### src/rtl/pipe_hazard_ctrl_if.sv
// Pipeline hazard control bus: stage register/control inputs and the
// stall, flush and forwarding controls returned to the datapath.
interface pipe_hazard_ctrl_if;
  logic [4:0]  id_rs1;
  logic [4:0]  id_rs2;
  logic [4:0]  ex_rs1;
  logic [4:0]  ex_rs2;
  logic [4:0]  ex_rd;
  logic        ex_memread;
  logic        ex_branch_taken;
  logic [4:0]  mem_rd;
  logic        mem_regwrite;
  logic        mem_memread;
  logic        mem_memwrite;
  logic [4:0]  wb_rd;
  logic        wb_regwrite;
  logic        dmem_ready;

  logic        pc_write;
  logic        ifid_write;
  logic        ifid_flush;
  logic        idex_hold;
  logic        idex_bubble;
  logic        exmem_hold;
  logic        memwb_bubble;
  logic [1:0]  fwd_a;
  logic [1:0]  fwd_b;
  logic        mem_timeout;
  logic [15:0] stall_cycles;

  // Datapath side: drives stage information, consumes controls.
  modport master (
    output id_rs1, id_rs2, ex_rs1, ex_rs2, ex_rd, ex_memread, ex_branch_taken,
           mem_rd, mem_regwrite, mem_memread, mem_memwrite, wb_rd, wb_regwrite,
           dmem_ready,
    input  pc_write, ifid_write, ifid_flush, idex_hold, idex_bubble,
           exmem_hold, memwb_bubble, fwd_a, fwd_b, mem_timeout, stall_cycles
  );

  // Hazard unit side.
  modport slave (
    input  id_rs1, id_rs2, ex_rs1, ex_rs2, ex_rd, ex_memread, ex_branch_taken,
           mem_rd, mem_regwrite, mem_memread, mem_memwrite, wb_rd, wb_regwrite,
           dmem_ready,
    output pc_write, ifid_write, ifid_flush, idex_hold, idex_bubble,
           exmem_hold, memwb_bubble, fwd_a, fwd_b, mem_timeout, stall_cycles
  );
endinterface

### src/rtl/pipe_hazard_ctrl.sv
// Five-stage pipeline hazard controller: load-use stall, taken-branch
// flush, data-memory wait freeze with timeout, and ALU operand forwarding.
module pipe_hazard_ctrl #(
  parameter int unsigned TIMEOUT = 16
) (
  input logic                clk,
  input logic                reset,
  pipe_hazard_ctrl_if.slave  bus
);

  typedef enum logic {RUN, MEM_WAIT} state_t;

  localparam logic [7:0] TIMEOUT_LAST = 8'(TIMEOUT - 1);

  state_t      state;
  state_t      state_next;
  logic [7:0]  wait_cnt;
  logic        mem_timeout;
  logic [15:0] stall_cycles;
  logic        mem_busy;
  logic        load_use;

  logic        pc_write;
  logic        ifid_write;
  logic        ifid_flush;
  logic        idex_hold;
  logic        idex_bubble;
  logic        exmem_hold;
  logic        memwb_bubble;
  logic [1:0]  fwd_a;
  logic [1:0]  fwd_b;

  // Hazard detection terms from the current stage contents.
  always_comb begin
    mem_busy = (bus.mem_memread | bus.mem_memwrite) & ~bus.dmem_ready;
    load_use = bus.ex_memread && (bus.ex_rd != 5'd0) &&
               ((bus.ex_rd == bus.id_rs1) || (bus.ex_rd == bus.id_rs2));
  end

  // Next state and pipeline controls; freeze outranks branch, branch outranks load-use.
  always_comb begin
    state_next   = state;
    pc_write     = 1'b1;
    ifid_write   = 1'b1;
    ifid_flush   = 1'b0;
    idex_hold    = 1'b0;
    idex_bubble  = 1'b0;
    exmem_hold   = 1'b0;
    memwb_bubble = 1'b0;
    if (reset) begin
      state_next = RUN;
    end else begin
      unique case (state)
        RUN:      if (mem_busy)  state_next = MEM_WAIT;
        MEM_WAIT: if (!mem_busy) state_next = RUN;
        default:  state_next = RUN;
      endcase
      if (mem_busy) begin
        pc_write     = 1'b0;
        ifid_write   = 1'b0;
        idex_hold    = 1'b1;
        exmem_hold   = 1'b1;
        memwb_bubble = 1'b1;
      end else if (bus.ex_branch_taken) begin
        ifid_flush  = 1'b1;
        idex_bubble = 1'b1;
      end else if (load_use) begin
        pc_write    = 1'b0;
        ifid_write  = 1'b0;
        idex_bubble = 1'b1;
      end
    end
  end

  // Operand forwarding: MEM stage has priority over WB, x0 never forwarded.
  always_comb begin
    fwd_a = 2'b00;
    fwd_b = 2'b00;
    if (!reset) begin
      if (bus.mem_regwrite && bus.mem_rd != 5'd0 && bus.mem_rd == bus.ex_rs1)
        fwd_a = 2'b10;
      else if (bus.wb_regwrite && bus.wb_rd != 5'd0 && bus.wb_rd == bus.ex_rs1)
        fwd_a = 2'b01;
      if (bus.mem_regwrite && bus.mem_rd != 5'd0 && bus.mem_rd == bus.ex_rs2)
        fwd_b = 2'b10;
      else if (bus.wb_regwrite && bus.wb_rd != 5'd0 && bus.wb_rd == bus.ex_rs2)
        fwd_b = 2'b01;
    end
  end

  // FSM state register.
  always_ff @(posedge clk) begin
    if (reset) state <= RUN;
    else       state <= state_next;
  end

  // Consecutive wait-cycle counter and sticky timeout flag.
  always_ff @(posedge clk) begin
    if (reset) begin
      wait_cnt    <= '0;
      mem_timeout <= 1'b0;
    end else if (state == MEM_WAIT) begin
      if (wait_cnt != '1) wait_cnt <= wait_cnt + 8'd1;
      if (wait_cnt == TIMEOUT_LAST) mem_timeout <= 1'b1;
    end else begin
      wait_cnt <= '0;
    end
  end

  // Saturating count of cycles in which the PC did not advance.
  always_ff @(posedge clk) begin
    if (reset)
      stall_cycles <= '0;
    else if (!pc_write && stall_cycles != '1)
      stall_cycles <= stall_cycles + 16'd1;
  end

  // Drive the bus outputs.
  always_comb begin
    bus.pc_write     = pc_write;
    bus.ifid_write   = ifid_write;
    bus.ifid_flush   = ifid_flush;
    bus.idex_hold    = idex_hold;
    bus.idex_bubble  = idex_bubble;
    bus.exmem_hold   = exmem_hold;
    bus.memwb_bubble = memwb_bubble;
    bus.fwd_a        = fwd_a;
    bus.fwd_b        = fwd_b;
    bus.mem_timeout  = mem_timeout;
    bus.stall_cycles = stall_cycles;
  end

endmodule

### src/flat_wrapper.sv
// flat-port wrapper written by rule: the top's interface ports become plain ports
module pipe_hazard_ctrl_flat 
#(
  parameter int unsigned TIMEOUT = 16
)
  (clk, reset, bus_id_rs1, bus_id_rs2, bus_ex_rs1, bus_ex_rs2, bus_ex_rd, bus_ex_memread, bus_ex_branch_taken, bus_mem_rd, bus_mem_regwrite, bus_mem_memread, bus_mem_memwrite, bus_wb_rd, bus_wb_regwrite, bus_dmem_ready, bus_pc_write, bus_ifid_write, bus_ifid_flush, bus_idex_hold, bus_idex_bubble, bus_exmem_hold, bus_memwb_bubble, bus_fwd_a, bus_fwd_b, bus_mem_timeout, bus_stall_cycles);
  pipe_hazard_ctrl_if bus_i ();
  input logic clk;
  input logic reset;
  input wire logic [$bits(bus_i.id_rs1)-1:0] bus_id_rs1;
  input wire logic [$bits(bus_i.id_rs2)-1:0] bus_id_rs2;
  input wire logic [$bits(bus_i.ex_rs1)-1:0] bus_ex_rs1;
  input wire logic [$bits(bus_i.ex_rs2)-1:0] bus_ex_rs2;
  input wire logic [$bits(bus_i.ex_rd)-1:0] bus_ex_rd;
  input wire logic [$bits(bus_i.ex_memread)-1:0] bus_ex_memread;
  input wire logic [$bits(bus_i.ex_branch_taken)-1:0] bus_ex_branch_taken;
  input wire logic [$bits(bus_i.mem_rd)-1:0] bus_mem_rd;
  input wire logic [$bits(bus_i.mem_regwrite)-1:0] bus_mem_regwrite;
  input wire logic [$bits(bus_i.mem_memread)-1:0] bus_mem_memread;
  input wire logic [$bits(bus_i.mem_memwrite)-1:0] bus_mem_memwrite;
  input wire logic [$bits(bus_i.wb_rd)-1:0] bus_wb_rd;
  input wire logic [$bits(bus_i.wb_regwrite)-1:0] bus_wb_regwrite;
  input wire logic [$bits(bus_i.dmem_ready)-1:0] bus_dmem_ready;
  output wire logic [$bits(bus_i.pc_write)-1:0] bus_pc_write;
  output wire logic [$bits(bus_i.ifid_write)-1:0] bus_ifid_write;
  output wire logic [$bits(bus_i.ifid_flush)-1:0] bus_ifid_flush;
  output wire logic [$bits(bus_i.idex_hold)-1:0] bus_idex_hold;
  output wire logic [$bits(bus_i.idex_bubble)-1:0] bus_idex_bubble;
  output wire logic [$bits(bus_i.exmem_hold)-1:0] bus_exmem_hold;
  output wire logic [$bits(bus_i.memwb_bubble)-1:0] bus_memwb_bubble;
  output wire logic [$bits(bus_i.fwd_a)-1:0] bus_fwd_a;
  output wire logic [$bits(bus_i.fwd_b)-1:0] bus_fwd_b;
  output wire logic [$bits(bus_i.mem_timeout)-1:0] bus_mem_timeout;
  output wire logic [$bits(bus_i.stall_cycles)-1:0] bus_stall_cycles;
  assign bus_i.id_rs1 = bus_id_rs1;
  assign bus_i.id_rs2 = bus_id_rs2;
  assign bus_i.ex_rs1 = bus_ex_rs1;
  assign bus_i.ex_rs2 = bus_ex_rs2;
  assign bus_i.ex_rd = bus_ex_rd;
  assign bus_i.ex_memread = bus_ex_memread;
  assign bus_i.ex_branch_taken = bus_ex_branch_taken;
  assign bus_i.mem_rd = bus_mem_rd;
  assign bus_i.mem_regwrite = bus_mem_regwrite;
  assign bus_i.mem_memread = bus_mem_memread;
  assign bus_i.mem_memwrite = bus_mem_memwrite;
  assign bus_i.wb_rd = bus_wb_rd;
  assign bus_i.wb_regwrite = bus_wb_regwrite;
  assign bus_i.dmem_ready = bus_dmem_ready;
  assign bus_pc_write = bus_i.pc_write;
  assign bus_ifid_write = bus_i.ifid_write;
  assign bus_ifid_flush = bus_i.ifid_flush;
  assign bus_idex_hold = bus_i.idex_hold;
  assign bus_idex_bubble = bus_i.idex_bubble;
  assign bus_exmem_hold = bus_i.exmem_hold;
  assign bus_memwb_bubble = bus_i.memwb_bubble;
  assign bus_fwd_a = bus_i.fwd_a;
  assign bus_fwd_b = bus_i.fwd_b;
  assign bus_mem_timeout = bus_i.mem_timeout;
  assign bus_stall_cycles = bus_i.stall_cycles;
  pipe_hazard_ctrl #(.TIMEOUT(TIMEOUT)) u_core (.clk(clk), .reset(reset), .bus(bus_i));
endmodule
### config.mk
export PLATFORM = sky130hd
export DESIGN_NAME = pipe_hazard_ctrl_flat
export DESIGN_NICKNAME = d
export VERILOG_FILES = /design/src/rtl/pipe_hazard_ctrl_if.sv /design/src/rtl/pipe_hazard_ctrl.sv /design/src/flat_wrapper.sv
export SDC_FILE = /design/constraint.sdc
export NUM_CORES = 1
export LEC_CHECK = 0
export ABC_AREA = 0
export CAP_MARGIN = 10
export CORE_MARGIN = 3
export CORE_UTILIZATION = 46
export CTS_CLUSTER_DIAMETER = 30
export DETAILED_ROUTE_END_ITERATION = 7
export PLACE_DENSITY_LB_ADDON = 0.15
export SETUP_SLACK_MARGIN = 0.5
export SYNTH_ARGS = -nofsm -noshare
export SYNTH_HDL_FRONTEND = slang
export SYNTH_SLANG_ARGS = --single-unit
### constraint.sdc
create_clock -name clk -period 4.38 [get_ports clk]
set_input_delay 0.876 -clock clk [delete_from_list [all_inputs] [get_ports clk]]
set_output_delay 0.876 -clock clk [all_outputs]
set_load 0.01 [all_outputs]
Word-level counts from Yosys, hierarchy flattened
Index checks and enable logic that the tools add are counted.
- register bits: 26
- bits of input ports: 44
- output and inout port bits: 28
- logic and storage cells: 54
- $add $sub $neg: 2
- eq/ne operators: 9
- muxes and demuxes: 19
- bitwise gates (word level): 4
- reduce and logical (&&, ||, !) cells: 16
- operators by type and width (operator ; number):
    $eq 5x5->1 ; 6
    $add 16x1->16 const B ; 1
    $ne 16x16->1 const B ; 1
    $mux 1 ; 15
    $reduce_bool 5->1 ; 3
    $logic_and 1x1->1 ; 9
    $add 8x1->8 const B ; 1
    $eq 8x4->1 const B ; 1
    $mux 2 ; 4
    $ne 8x8->1 const B ; 1
    $not 1->1 ; 2
    $reduce_and 2->1 ; 1
    $reduce_or 2->1 ; 1
    $and 1x1->1 ; 1
    $logic_not 1->1 ; 1
    $logic_or 1x1->1 ; 1
    $or 1x1->1 ; 1

Logic depth before layout (Yosys ltp)
- depth in word-level cells: 9
- depth in mapped cells: 9

Worst setup path before layout
Ideal clock, no wire load.
- path kind: input-to-output
- start: input port bus_ex_rd[0]
- end: output port bus_pc_write
- arrival time: 2.514 ns
- data required time: 3.504 ns
- setup slack: 0.990 ns
- stages: 7
- cells stage by stage: or4_1 > o21ai_1 > o41ai_4 > inv_2 > buf_6 > clkbuf_1 > buf_4
- longest elaborated chain between the ends: 7
- elaborated cells between the ends (all ways): 10
- RTL lines (item ; line ; source):
    start: declaration ; flat_wrapper.sv:14 ; input wire logic [$bits(bus_i.ex_rd)-1:0] bus_ex_rd;
    $eq 5x5->1 / $reduce_bool 5->1 (equally long branches) ; pipe_hazard_ctrl.sv:37, pipe_hazard_ctrl.sv:36 ;
    $logic_or 1x1->1 / $logic_and 1x1->1 (equally long branches) ; pipe_hazard_ctrl.sv:37, pipe_hazard_ctrl.sv:36 ;
    $logic_and 1x1->1 * ; pipe_hazard_ctrl.sv:36 ; load_use = bus.ex_memread && (bus.ex_rd != 5'd0) &&
    $mux 1 * (4 in a row) ; - ;
    end: declaration ; flat_wrapper.sv:24 ; output wire logic [$bits(bus_i.pc_write)-1:0] bus_pc_write;
Every way passes the cells marked *; elsewhere a longest branch is shown, timed or not.

Final worst setup path
- start: input port bus_ex_rd[0]
- end: output port bus_idex_bubble
- longest elaborated chain between the ends: 7
- elaborated cells between the ends (all ways): 10
- RTL lines (item ; line ; source):
    $eq 5x5->1 / $reduce_bool 5->1 (equally long branches) ; pipe_hazard_ctrl.sv:37, pipe_hazard_ctrl.sv:36 ;
    $logic_or 1x1->1 / $logic_and 1x1->1 (equally long branches) ; pipe_hazard_ctrl.sv:37, pipe_hazard_ctrl.sv:36 ;
    $logic_and 1x1->1 * ; pipe_hazard_ctrl.sv:36 ;
    $mux 1 * ; pipe_hazard_ctrl.sv:67 ; end else if (load_use) begin
    $mux 1 * ; pipe_hazard_ctrl.sv:64 ; end else if (bus.ex_branch_taken) begin
    $mux 1 * ; pipe_hazard_ctrl.sv:58 ; if (mem_busy) begin
    $mux 1 * ; pipe_hazard_ctrl.sv:50 ; if (reset) begin
    end: declaration ; flat_wrapper.sv:28 ; output wire logic [$bits(bus_i.idex_bubble)-1:0] bus_idex_bubble;
Marks and branches as above.

==> flow_summary.toml <==
[status]
outcome = "completed"

[cts]
clk_pin_slew_ns = 0.10
root_buffer = "clkbuf_8"
cts_buffer_depth = 2
htreeDepth = 1
clkSinkCount = 26
cts_hold_buf = 0
cts_tree = "done"
numCtsBuffers = 3
insertion_delay_ns = 0.28

[final_layout]
drive_gt1_share_pct = 6.99
fin_nets = 333
regArea_sq_um = 520
fillCellCount = 283
layout_common_cells = "clkdlybuf4s50_1, dfxtp_1, nor2_1"
antennaDiodeCount = 0
multi_input_area_sq_mm = 0.00116
syn_to_final_growth_pct = 49.5
post-route-util_pct = 74.4
layout_commonest_cell = "clkdlybuf4s50_1"

[floorplanning]
coreArea_sq_mm = 0.00349
rows = 21
die_x_microns = 67.5
start_util_pct = 49.8
die_h_microns = 67.5
dieArea_sq_mm = 0.00455
pin_count = 72

[sta]
drv_slew = 0
worst_pin_slew_ns = 0.705
fin_crit_ns = 3.73
period_share_pct = 85.1
max_freq_mhz = 268
max_slew_margin_pct = 52.9
clock_skew_ns = 0.0146
hold_viol = 0
setup_violations = 0
fin_setup_tns_ns = 0
rsz0062_at_grt = "no"

[power]
powerDensity_mw_per_mm2 = 198
ir_drop_mv = 0.123
total_leakage_power_nw = 0.970

[logic_synthesis]
synth_compound_area_share_pct = 15.6
ys_seq_area_share_pct = 29.9
async_reset_ff_share_pct = 0
avgSynthCellArea_sq_um = 8.17
ys.flop_type = "dfxtp_1"
synth-edff-count = 0
synth_area_sq_mm = 0.00174
synthXorXnorAreaFrac_pct = 17.1
muxShareOfSynthArea_pct = 2.30
syn-num-nets = 259
yosysWarnings = 0
syn_inst = 213
synth_cell_type_count = 42
synthAdderAreaFrac_pct = 1.44
synth_top_family_by_area = "simple AND/OR/NAND/NOR gates"
ys_ff_latch = 26
synthSimpleGateAreaFrac_pct = 28.8

[setup_path]
r2r_end = "u_core.bus.stall_cycles[15]$_SDFFE_PP0P_"
r2r_setup_slack_ns = 2.04
r2r_start = "u_core.bus.stall_cycles[0]$_SDFFE_PP0P_"
rr_worst_depth = 6
crit_arrival_ns = 2.85
end_kind = "output pin"
cp_max_fo = 3
start_kind = "input pin"
criticalPathCategory = "input pin to output pin"
startpoint = "bus_ex_rd[0]"
cp.required_ns = 3.50

[global_route]
busiest_layer = "met2"
grtUsageMet1_pct = 25.7
grt.met3_usage_pct = 3.83
overflow = 0
grtUsageMet2_pct = 38.3
grt_antenna_before_repair = 0
first_global_vias = 1768
grt_max_degree = 18
track_usage_pct = 21.2
grt_pass1_wl_mm = 7.66

[min_path]
min_to = "u_core.bus.stall_cycles[4]$_SDFFE_PP0P_"
hold_depth = 2
hp-class = "flop to flop"
worstHoldStart = "u_core.bus.stall_cycles[4]$_SDFFE_PP0P_"

[route]
first_pass_iters = 4
drtAntennaViolNets = 0
drcViolationCount = 0
wl_per_cell_microns = 13.8
vias = 1827
routed_wirelength_mm = 4.58
drt-vias-per-instance = 5.50
drt_first_iter_violations = 120

[placed_design]
gp_congestion = 0.865
port_buffers = 71
post-dp-hpwl_mm = 3.62

[run]
max-cap-violations = 0
## how the worst max path moves through the flow
stage | depth (start not counted) | slack (ns) | endpoint
floorplan | 7 | 0.99 | bus_pc_write
global placement | 6 | 0.36 | bus_fwd_b[0]
detailed placement | 6 | 0.29 | bus_fwd_b[0]
CTS | 6 | 0.47 | bus_fwd_b[0]
global route | 6 | 0.60 | bus_idex_bubble
finish | 6 | 0.65 | bus_idex_bubble
## cell families after synthesis
logic type / Yosys count
mux: 4
simple gates: 95
buf+inv: 17
flops: 26
fa+ha+maj: 2
xor+xnor: 34
compound gates: 35
## synthesized netlist by cell type (all sizes together) (2+ instances only)
library cell	n	area, sq um
dfxtp	26	521
nor2	22	82.6
xor2	19	166
nand3	18	90.1
nand2	17	63.8
xnor2	15	131
or4	11	82.6
a21oi	8	40.0
nor3	8	50.1
inv	7	26.3
and3	5	31.3
buf	5	38.8
clkbuf	5	18.8
nor4	5	31.3
o21ai	5	25.0
o31ai	5	37.5
mux2i	4	40.0
nand4	3	18.8
o311ai	3	26.3
a41o	2	20.0
and2	2	12.5
ha	2	25.0
nor4b	2	23.8
o21a	2	15.0
o41ai	2	36.3
## routing by layer
metal  wire length [microns]  vias up
met3                     189        6
li1                        -      923
met1                    1940      855
met2                    2410       43
met4                      39        0
met5                       0        -
## what timing repair did
action | in CTS | in global routing
pin swaps | 1 | 1
buffers inserted | 2 | 2
endpoints found under the setup margin | 4 | 4
resized for setup | 3 | 7
## report_power, final
group	switching (mW)	leakage [nW]	internal (mW)	total (mW)
sequential	0.00188	0.210	0.238	0.240
combinational	0.0497	0.731	0.0682	0.118
clock	0.0772	0.0288	0.0804	0.158
total	0.129	0.970	0.387	0.515
## sequential cells by signal, summed over array words and instances, names as in the netlist
register	flops
u_core.bus.stall_cycles	16
u_core.state	1
u_core.wait_cnt	8
u_core.bus.mem_timeout	1
## final cells by class
cell class                      instances  share of cell area, %
Inverter                                7                   1.01
Multi-Input combinational cell        170                   44.5
Timing Repair Buffer                   79                   30.1
Sequential cell                        26                   20.0
Clock buffer                            4                   2.12
Tap cell                               46                   2.21
## worst max-delay path, stage by stage
cell and delay (ns):
clkdlybuf4s50_1 0.46, or4_1 0.59, o21ai_4 0.21, nor2_1 0.06, o21a_1 0.17, clkdlybuf4s50_1 0.48
## per-stage QoR
stage	setup WS [ns]	cell area [sq um]	hold slack (ns)	total power [mW]	std cells
CTS	0.475	2560	0.519	0.516	330
floorplan	0.990	1740	0.488	0.294	213
global placement	0.356	2480	0.483	0.357	324
finish	0.654	2600	0.516	0.515	332
global route	0.601	2600	0.549	0.540	332
detailed placement	0.291	2480	0.495	0.358	324
Power figures use the tool's default switching activity.
